<file path="config.mk">
export PLATFORM = sky130hd
export DESIGN_NAME = rps_score_engine
export DESIGN_NICKNAME = d
export VERILOG_FILES = /design/src/rtl/rps_score_engine.sv
export SDC_FILE = /design/constraint.sdc
export NUM_CORES = 1
export LEC_CHECK = 0
export ABC_AREA = 1
export CORE_MARGIN = 8
export CORE_UTILIZATION = 45
export CTS_BUF_LIST = sky130_fd_sc_hd__clkbuf_16
export DETAILED_ROUTE_END_ITERATION = 12
export GPL_ROUTABILITY_DRIVEN = 1
export GPL_TIMING_DRIVEN = 0
export HOLD_SLACK_MARGIN = 0.06
export PLACE_DENSITY = 0.68
export SYNTH_ARGS = -nofsm -noshare
export SYNTH_HDL_FRONTEND = slang
export SYNTH_SLANG_ARGS = --single-unit
</file>
<file path="constraint.sdc">
create_clock -name clk -period 6.8 [get_ports clk]
set_clock_uncertainty 0.15 [all_clocks]
set_input_delay 0.68 -clock clk [delete_from_list [all_inputs] [get_ports clk]]
set_output_delay 0.68 -clock clk [all_outputs]
set_load 0.02 [all_outputs]
</file>
<file path="src/rtl/rps_score_engine.sv">
// Two-stage rock-paper-scissors round scorer: decode/resolve in stage 1, accumulate in stage 2.
// Define RPS_SAT_EN to clamp totals at their maximum instead of wrapping.
module rps_score_engine #(
    parameter int SCORE_W = 16,
    parameter int ROUND_W = 12
) (
    input  logic               clk,
    input  logic               rst_n,
    input  logic               clear,
    input  logic               in_valid,
    output logic               in_ready,
    input  logic [1:0]         in_p1,
    input  logic [1:0]         in_p2,
    input  logic               in_mode,
    input  logic               in_last,
    output logic               res_valid,
    output logic [1:0]         res_outcome,
    output logic [SCORE_W-1:0] p1_score,
    output logic [SCORE_W-1:0] p2_score,
    output logic [ROUND_W-1:0] rounds,
    output logic               done,
    output logic               error,
    output logic               overflow
);

    localparam logic [1:0] OUT_LOSE = 2'b01;
    localparam logic [1:0] OUT_DRAW = 2'b10;
    localparam logic [1:0] OUT_WIN  = 2'b11;

    // Shape that defeats s (rock->paper, paper->scissors, scissors->rock).
    function automatic logic [1:0] beater(input logic [1:0] s);
        case (s)
            2'b01:   beater = 2'b10;
            2'b10:   beater = 2'b11;
            2'b11:   beater = 2'b01;
            default: beater = 2'b00;
        endcase
    endfunction

    function automatic logic [1:0] beaten(input logic [1:0] s);
        case (s)
            2'b01:   beaten = 2'b11;
            2'b10:   beaten = 2'b01;
            2'b11:   beaten = 2'b10;
            default: beaten = 2'b00;
        endcase
    endfunction

    logic       accept;
    logic       invalid;
    logic [1:0] dec_p2;
    logic [1:0] dec_outcome;

    logic       s1_valid;
    logic [1:0] s1_p1;
    logic [1:0] s1_p2;
    logic [1:0] s1_outcome;
    logic       s1_last;

    logic [3:0]         p1_pts;
    logic [3:0]         p2_pts;
    logic [SCORE_W:0]   p1_sum;
    logic [SCORE_W:0]   p2_sum;
    logic [SCORE_W-1:0] p1_next;
    logic [SCORE_W-1:0] p2_next;

    assign in_ready = ~error & ~done & ~clear;
    assign accept   = in_valid & in_ready;
    assign invalid  = (in_p1 == 2'b00) | (in_p2 == 2'b00);

    always_comb begin
        dec_p2      = in_p2;
        dec_outcome = OUT_DRAW;
        if (in_mode) begin
            dec_outcome = in_p2;
            case (in_p2)
                OUT_LOSE: dec_p2 = beaten(in_p1);
                OUT_WIN:  dec_p2 = beater(in_p1);
                default:  dec_p2 = in_p1;
            endcase
        end else if (in_p2 == in_p1) begin
            dec_outcome = OUT_DRAW;
        end else if (in_p2 == beater(in_p1)) begin
            dec_outcome = OUT_WIN;
        end else begin
            dec_outcome = OUT_LOSE;
        end
    end

    // Outcome is from player2's view, so player1's bonus mirrors it.
    always_comb begin
        p1_pts = {2'b00, s1_p1};
        p2_pts = {2'b00, s1_p2};
        case (s1_outcome)
            OUT_LOSE: p1_pts = p1_pts + 4'd6;
            OUT_WIN:  p2_pts = p2_pts + 4'd6;
            default: begin
                p1_pts = p1_pts + 4'd3;
                p2_pts = p2_pts + 4'd3;
            end
        endcase
        p1_sum = {1'b0, p1_score} + {{(SCORE_W-3){1'b0}}, p1_pts};
        p2_sum = {1'b0, p2_score} + {{(SCORE_W-3){1'b0}}, p2_pts};
`ifdef RPS_SAT_EN
        p1_next = p1_sum[SCORE_W] ? {SCORE_W{1'b1}} : p1_sum[SCORE_W-1:0];
        p2_next = p2_sum[SCORE_W] ? {SCORE_W{1'b1}} : p2_sum[SCORE_W-1:0];
`else
        p1_next = p1_sum[SCORE_W-1:0];
        p2_next = p2_sum[SCORE_W-1:0];
`endif
    end

    always_ff @(posedge clk) begin
        if (!rst_n || clear) begin
            s1_valid    <= 1'b0;
            s1_p1       <= 2'b00;
            s1_p2       <= 2'b00;
            s1_outcome  <= 2'b00;
            s1_last     <= 1'b0;
            res_valid   <= 1'b0;
            res_outcome <= 2'b00;
            p1_score    <= '0;
            p2_score    <= '0;
            rounds      <= '0;
            done        <= 1'b0;
            error       <= 1'b0;
            overflow    <= 1'b0;
        end else begin
            res_valid <= 1'b0;
            s1_valid  <= 1'b0;
            if (accept) begin
                if (invalid) begin
                    error <= 1'b1;
                end else begin
                    s1_valid   <= 1'b1;
                    s1_p1      <= in_p1;
                    s1_p2      <= dec_p2;
                    s1_outcome <= dec_outcome;
                    s1_last    <= in_last;
                end
            end
            if (s1_valid) begin
                p1_score    <= p1_next;
                p2_score    <= p2_next;
                rounds      <= rounds + ROUND_W'(1);
                res_valid   <= 1'b1;
                res_outcome <= s1_outcome;
                overflow    <= overflow | p1_sum[SCORE_W] | p2_sum[SCORE_W];
                if (s1_last) begin
                    done <= 1'b1;
                end
            end
        end
    end

endmodule

</file>
==> results of run 1 <==
Yosys cell counts:
cell	number
clkbuf_1	4
a21oi_1	41
nor2_1	69
inv_2	2
o211ai_1	1
xor2_1	3
nand2_1	113
nand3b_1	1
a22oi_1	1
nor2_2	4
ha_1	16
clkinv_1	1
o21bai_2	1
o21ai_0	25
a31oi_1	1
nand3_1	37
buf_4	2
a211oi_1	1
nor2_4	1
nand4_1	14
dfxtp_1	58
fa_1	2
buf_2	5
nor3_1	8
inv_1	62
o21bai_1	3
xnor2_1	6
nand3_2	1
kinds of logic (layout without fill, tap and decap cells):
group	after synthesis	after routing	synth area share
simple gates	248	248	0.326
xor+xnor	9	9	0.0245
buf+inv	76	151	0.0928
compound gates	74	74	0.122
fa+ha+maj	18	18	0.0746
flops	58	58	0.360
sequential cells by signal, summed over array words and instances, names as in the netlist:
register     count
error            1
p2_score        16
s1_p1            2
overflow         1
p1_score        16
s1_last          1
res_outcome      2
s1_valid         1
rounds          12
s1_p2            2
done             1
s1_outcome       2
res_valid        1
worst max-delay path by stage:
stage / endpoint / slack, ps / cells after the start
finish: in_ready / 4000 / 3
floorplan: p1_score[4] / 4550 / 10
detailed placement: in_ready / 3990 / 3
CTS: in_ready / 3990 / 3
global route: in_ready / 3900 / 3
global placement: in_ready / 3990 / 3
metal layers:
metal,global-route usage,share of wire,up-vias
li1,-,-,1696
met1,0.197,0.44,1449
met2,0.290,0.47,79
met3,0.0387,0.064,16
met4,0.0953,0.020,0
met5,0,0,-
tightest hold or removal path: stages, from the launching register on:
cell	delay [ps]
dfxtp_1	310
nand2_1	60
nand2_1	50
area by class of cell:
| type | count | share of cell area |
|---|---|---|
| tap | 99 | 0.0291 |
| multi-input combinational | 349 | 0.414 |
| buffer | 11 | 0.0129 |
| timing repair buffer | 59 | 0.139 |
| sequential | 58 | 0.273 |
| inverter | 65 | 0.0574 |
| clock buffer | 9 | 0.0529 |
| clock inverter | 7 | 0.0218 |
report_power, final:
group	internal, mW	switching [mW]
combinational	0.0198	0.0309
clock	0.319	0.158
sequential	0.342	0.00199
total	0.681	0.191
==> impl_metrics.yaml, run 1 <==
critical_path:
  reg2reg_to: "p1_score[4]"
  worstSetupStartpointType: "input pin"
  path_delay_family: "buffers and inverters"
  crit_path_top_delay_cell: "clkdlybuf4s50_1"
  path_common_cell: "clkdlybuf4s50_1"
  crit_type: "in2out"
  rr_startpoint: "s1_outcome[0]"
  critPathMaxStageDelay_ps: 650
  r2r_cells: 10
  cp_max_fo: 3
  critPathRequiredTime_ps: 5970
  critPathBufInv: 2
  reg2reg_slack_ps: 4200
  critPathArrivalTime_ps: 1970
  cp-end-kind: "primary output"
  startpoint: "clear"
  crit_chain: "clkdlybuf4s50_1 > nor3_1 > clkdlybuf4s50_1"
clock_tree:
  cts_htree_levels: 3
  cts_sinks: 58
  cts_tree: "yes"
  cts-buffers-inserted: 9
  clock_latency_ps: 330
  cts_setup_buffers: 0
  path_clk_slew_ps: 50
  cts.path.max_buffers: 2
  hold_buffers: 0
  clock-root-buffer: "clkbuf_16"
  ctsResizeCount: 0
power_and_ir_drop:
  p_leak_nw: 1.66
  power.density_nw_per_um2: 205
  p_total_uw: 872
  vdd_drop_max_v: 0.000121
final_layout:
  insertedDiodeCount: 0
  drive_above_1_share: 0.0556
  layout.cells.most_common: "nand2_1"
  fillCellCount: 698
  regArea_um2: 1160
  area_growth_pct: 32.0
  fin_nets: 581
  utilization: 0.599
  multi_input_area_um2: 1760
  final_cell_mix: "113 x nand2_1, 69 x nor2_1, 62 x inv_1, 59 x clkdlybuf4s50_1, 58 x dfxtp_1"
  fin_cells: 657
  finalInstanceArea_um2: 4250
floorplan:
  die-area_um2: 10100
  initial_utilization: 0.454
  ios: 61
  num_rows: 31
  die_h_um: 101
  core_um2: 7100
  die_w_um: 101
placed_design:
  dp_hpwl_um: 6170
  place_inst: 641
  placedInstanceArea_um2: 3940
  portBuffers: 59
  gp_congestion: 0.847
  dp_worst_setup_slack_ps: 3990
sta:
  slew_viol_final: 0
  setup_viol: 0
  final.setup.worst_slack_ps: 4000
  setup_tns_ps: 0
  timing.fmax_ghz: 0.358
  worst_pin_slew_ps: 619
  hold_viol: 0
  min_period_ps: 2800
  relSlewSlack: 0.587
  rsz0062_at_grt: "no"
  fin_crit_sh: 0.411
  whs_ps: 307
drt:
  ant_nets: 0
  drt_iter0_markers: 165
  dr.pass1.iters: 4
  drc: 0
  wl_um: 8330
  wl_per_cell_um: 12.7
  routed-via-count: 3240
  vias_per_cell: 4.93
global_routing:
  grt_overflow: 0
  grt.total_usage: 0.172
  grt_pass1_vias: 3074
  antenna_found_initial: 0
  grt_start_max_net_pins: 12
  grt_pass1_wl_um: 14000
run:
  max_cap_violations: 0
synth:
  synth_area_per_cell_um2: 6.67
  synth.net_count: 511
  syn_area_um2: 3220
  yosys_warnings: 0
  yosysTopAreaCell: "dfxtp_1"
  netlist_top_cells_area: "dfxtp_1 36%, nand2_1 13%, nor2_1 8.0%, inv_1 7.2%, a21oi_1 6.4%"
  synth_cell_types: 28
  synth_top_area_frac: 0.360
  syn_inst: 483
  ys_seq_area_frac: 0.360
  synth_seq_cells: 58
min_path:
  hp-class: "reg2reg"
  min_from: "overflow"
  hold_path_end: "overflow"
  hold_depth: 2
status:
  outcome: "completed"
Note: power is estimated with default switching activity, not from simulation.
==> run 2: changes to the inputs <==
--- a/config.mk
+++ b/config.mk
@@ -13,7 +13,7 @@
 export GPL_ROUTABILITY_DRIVEN = 1
 export GPL_TIMING_DRIVEN = 0
 export HOLD_SLACK_MARGIN = 0.06
-export PLACE_DENSITY = 0.68
+export PLACE_DENSITY = 0.7
 export SYNTH_ARGS = -nofsm -noshare
 export SYNTH_HDL_FRONTEND = slang
 export SYNTH_SLANG_ARGS = --single-unit
==> constraint.sdc (replaced) <==
create_clock -name clk -period 2.5 [get_ports clk]
set_clock_uncertainty 0.15 [all_clocks]
set_input_delay 0.25 -clock clk [delete_from_list [all_inputs] [get_ports clk]]
set_output_delay 0.25 -clock clk [all_outputs]
set_load 0.02 [all_outputs]
==> run 2 against run 1 <==
Largest power group unchanged. Clock power grew 140%. Setup slack lost 3700 ps. Core utilization shrank 0.32 points. First-iteration DRC count shrank 19%. Critical path depth grew 11. Sequential cell count is the same. Cell count is the same. Sequential power grew to 2.7 times the previous value. Combinational power grew to 2.7 times the previous value.
==> impl_metrics.yaml, run 2 (synthesis gave the netlist of run 1 again) <==
critical_path:
  cp-end-kind: "register"
  crit_type: "reg2reg"
  reg2reg_slack_ps: 270
  critPathArrivalTime_ps: 2300
  reg2reg_to: "p2_score[10]"
  startpoint: "s1_outcome[0]"
  critPathRequiredTime_ps: 2570
  cp-endpoint: "p2_score[10]"
  r2r_cells: 14
  worstSetupStartpointType: "register"
  cp_max_fo: 10
  rr_startpoint: "s1_outcome[0]"
sta:
  setup_viol: 0
  slew_viol_final: 0
  min_period_ps: 2230
  timing.fmax_ghz: 0.448
  rsz0062_at_grt: "no"
  relSlewSlack: 0.612
  fin_crit_sh: 0.892
  hold_viol: 0
  worst_pin_slew_ps: 582
clock_tree:
  ctsResizeCount: 2
  cts_tree: "yes"
  hold_buffers: 0
  cts.path.max_buffers: 2
  clock-root-buffer: "clkbuf_16"
  clock_latency_ps: 320
  cts_htree_levels: 3
  cts_sinks: 58
  cts_setup_buffers: 0
  cts-buffers-inserted: 9
  path_clk_slew_ps: 50
drt:
  routed-via-count: 3268
  vias_per_cell: 4.97
  ant_nets: 0
  drt_iter0_markers: 133
  drc: 0
  wl_per_cell_um: 12.4
  met3WireLength_um: 397
  topRoutingLayerUsed: "met4"
  met1_length_um: 3580
  dr.pass1.iters: 5
  wl_um: 8170
  wl_met2_um: 4100
status:
  outcome: "completed"
floorplan:
  core_um2: 7100
  die_w_um: 101
  die-area_um2: 10100
  initial_utilization: 0.454
  die_h_um: 101
  ios: 61
  num_rows: 31
global_routing:
  grt_start_max_net_pins: 11
  antenna_found_initial: 0
  grt_pass1_wl_um: 14000
  grt.total_usage: 0.171
  grt_pass1_vias: 3190
  grt_overflow: 0
final_layout:
  top_regs: "p1_score: 16 flops, p2_score: 16 flops, rounds: 12 flops"
  drive_above_1_share: 0.0573
  fin_nets: 581
  fin_cells: 657
  finalInstanceArea_um2: 4230
  insertedDiodeCount: 0
  layout.cells.most_common: "nand2_1"
  area_growth_pct: 31.3
  final_cell_mix: "112 x nand2_1, 69 x nor2_1, 63 x inv_1, 59 x clkdlybuf4s50_1, 58 x dfxtp_1"
power_and_ir_drop:
  power.density_nw_per_um2: 530
  p_leak_nw: 1.65
  vdd_drop_max_v: 0.000312
placed_design:
  placedInstanceArea_um2: 3940
  portBuffers: 59
  gp_congestion: 0.918
  dp_hpwl_um: 6110
  place_inst: 641
min_path:
  hp-class: "in2reg"
run:
  max_cap_violations: 0
-- run 2: how the worst min path moves through the flow --
stage | slack [ps] | end | startpoint | cells past startpoint
after global placement | 300 | overflow | overflow | 2
after global routing | 270 | s1_p2[0] | in_p2[1] | 5
after detailed placement | 310 | s1_p2[1] | s1_p2[1] | 2
after floorplan | 230 | s1_last | in_last | 2
after CTS | 220 | s1_p2[0] | in_p2[1] | 5
final | 220 | s1_p2[0] | in_p2[1] | 5
-- run 2: layer usage --
metal | track usage | up-vias
met5 | 0 | -
met4 | 0.0686 | 0
met3 | 0.0428 | 6
met2 | 0.298 | 75
met1 | 0.193 | 1492
li1 | - | 1695
-- run 2: report_power, final --
part	leakage, nW	switching (mW)	internal, mW
combinational	1.04	0.0820	0.0537
sequential	0.467	0.00552	0.931
clock	0.138	0.414	0.757
-- run 2: worst max-delay path, cell delays in order, from the launching register on --
cell and delay, ps:
dfxtp_1 420, inv_4 90, a21oi_1 150, o21ai_0 100, nand2_1 60, inv_1 60, fa_1 450, nand3_1 110
nand3_1 140, nand2_2 150, nor2_1 80, nand2_1 60, nand2_1 40, inv_1 40, nor2_1 30
-- run 2: per-stage QoR --
stage	setup TNS [ps]	power (mW)	hold WS, ps	worst slack (ps)	utilization
final	0	2.24	223	270	0.596
after CTS	0	2.26	217	124	0.595
after floorplan	0	1.04	235	247	-
after detailed placement	-140	1.09	310	-102	0.555
after global placement	-56.7	1.09	295	-56.7	0.555
after global routing	0	2.32	267	22.2	0.596
-- run 2: final cells by class --
| class | instances | area, µm² |
|---|---|---|
| clock buffers | 9 | 225 |
| multi-input cells | 349 | 1770 |
| well taps | 99 | 124 |
| plain buffers | 11 | 55.1 |
| inverters | 65 | 246 |
| flip-flops and latches | 58 | 1160 |
| repair buffers | 59 | 591 |
| fillers | 682 | 2870 |
| clock inverters | 7 | 61.3 |
==> run 3: changes to the inputs <==
--- a/config.mk
+++ b/config.mk
@@ -13,7 +13,7 @@
 export GPL_ROUTABILITY_DRIVEN = 1
 export GPL_TIMING_DRIVEN = 0
 export HOLD_SLACK_MARGIN = 0.06
-export PLACE_DENSITY = 0.7
+export PLACE_DENSITY = 0.73
 export SYNTH_ARGS = -nofsm -noshare
 export SYNTH_HDL_FRONTEND = slang
 export SYNTH_SLANG_ARGS = --single-unit
==> run 3 against run 2 <==
Cell count is the same. Worst hold slack improved by 4.2 ps. Largest power group unchanged. Critical path type unchanged. Non-clock buffer count unchanged. Fmax fell by 2.1%. Register-to-register slack worse by 50 ps. Sequential share of layout area fell by 0.27 points. Final area increased by 1.0%. Critical path depth fell by 4. Highest routed layer unchanged.
==> impl_metrics.yaml, run 3 (synthesis gave the netlist of run 1 again) <==
critical_path:
  critPathRequiredTime_ps: 2550
  cp-end-kind: "register"
  startpoint: "s1_outcome[1]"
  cp_max_fo: 6
  rr_startpoint: "s1_outcome[1]"
  crit_type: "reg2reg"
  critPathArrivalTime_ps: 2330
  worstSetupStartpointType: "register"
sta:
  timing.fmax_ghz: 0.439
  whs_ps: 228
  hold_viol: 0
  worst_pin_slew_ps: 631
  rsz0062_at_grt: "no"
  slew_viol_final: 0
  fin_crit_sh: 0.912
  relSlewSlack: 0.579
  setup_viol: 0
  min_period_ps: 2280
drt:
  wl_met2_um: 4130
  drt_iter0_markers: 139
  drc: 0
  topRoutingLayerUsed: "met4"
  routed-via-count: 3333
  vias_per_cell: 5.07
  dr.pass1.iters: 5
  wl_per_cell_um: 12.6
  wl_um: 8280
  met3WireLength_um: 560
  met1_length_um: 3480
  ant_nets: 0
floorplan:
  die-area_um2: 10100
  die_w_um: 101
  core_um2: 7100
  initial_utilization: 0.454
  num_rows: 31
  ios: 61
  die_h_um: 101
clock_tree:
  cts_tree: "yes"
  clock-root-buffer: "clkbuf_16"
  ctsResizeCount: 2
  cts_htree_levels: 3
  path_clk_slew_ps: 50
  cts_setup_buffers: 0
  cts_sinks: 58
  clock_latency_ps: 320
  hold_buffers: 0
  cts-buffers-inserted: 9
  cts.path.max_buffers: 2
final_layout:
  top_regs: "p1_score: 16 flops, p2_score: 16 flops, rounds: 12 flops"
  multi_input_area_um2: 1760
  fillCellCount: 659
  fin_nets: 581
  utilization: 0.602
  layout.cells.most_common: "nand2_1"
  insertedDiodeCount: 0
  final_cell_mix: "112 x nand2_1, 69 x nor2_1, 62 x inv_1, 59 x clkdlybuf4s50_1, 58 x dfxtp_1"
  drive_above_1_share: 0.0573
  regArea_um2: 1160
  area_growth_pct: 32.7
power_and_ir_drop:
  vdd_drop_max_v: 0.000286
  p_total_mw: 2.46
  p_leak_nw: 1.67
  power.density_nw_per_um2: 575
status:
  outcome: "completed"
global_routing:
  grt_start_max_net_pins: 11
  grt_pass1_vias: 3154
  grt_overflow: 0
  grt.total_usage: 0.173
  grt_pass1_wl_um: 14100
  antenna_found_initial: 0
placed_design:
  gp_congestion: 0.888
  portBuffers: 59
  dp_hpwl_um: 6090
min_path:
  hp-class: "in2reg"
  min_from: "in_p2[1]"
run:
  max_cap_violations: 0
## run 3: critical path, cell delays in order, from the launching register on
cell and delay, ps:
dfxtp_1 440, inv_1 110, a21oi_1 180, a22oi_1 130, fa_1 410, nand2_1 100, nor2_1 40, o21ai_1 300
inv_1 100, o21ai_0 150, a21oi_1 50
## run 3: where the power goes
group	internal, mW	leakage [nW]	switching [mW]
clock network	0.961	0.164	0.423
logic	0.0540	1.04	0.0845
registers	0.931	0.467	0.00552
## run 3: path summary, 6_finish.rpt
kind,endpoint,slack (ps),cells after the start
max,p1_score[4],220,10
min,s1_p2[0],230,5
max reg2reg,p1_score[4],220,10
min reg2reg,overflow,300,2
## run 3: final cells by class
| type | count | share of cell area |
|---|---|---|
| multi-input cells | 349 | 0.413 |
| flip-flops and latches | 58 | 0.272 |
| repair buffers | 59 | 0.138 |
| inverters | 65 | 0.0577 |
| clock buffers | 9 | 0.0527 |
| well taps | 99 | 0.0290 |
| clock inverters | 7 | 0.0252 |
| plain buffers | 11 | 0.0129 |
## run 3: metrics by stage
stage	area, µm²	cells	setup TNS (ps)	setup slack [ps]
2_1_floorplan	3220	483	0	247
4_1_cts	4270	657	0	116
5_1_grt	4270	657	0	8.30
3_3_place_gp	3940	641	-69.4	-69.4
6_report	4270	657	0	221
3_5_place_dp	3940	641	-70.7	-70.7
## run 3: metal layers
| metal | GRT usage | vias up |
|---|---|---|
| met1 | 0.189 | 1512 |
| met4 | 0.0756 | 0 |
| met5 | 0 | - |
| met3 | 0.0401 | 11 |
| li1 | - | 1709 |
| met2 | 0.308 | 101 |
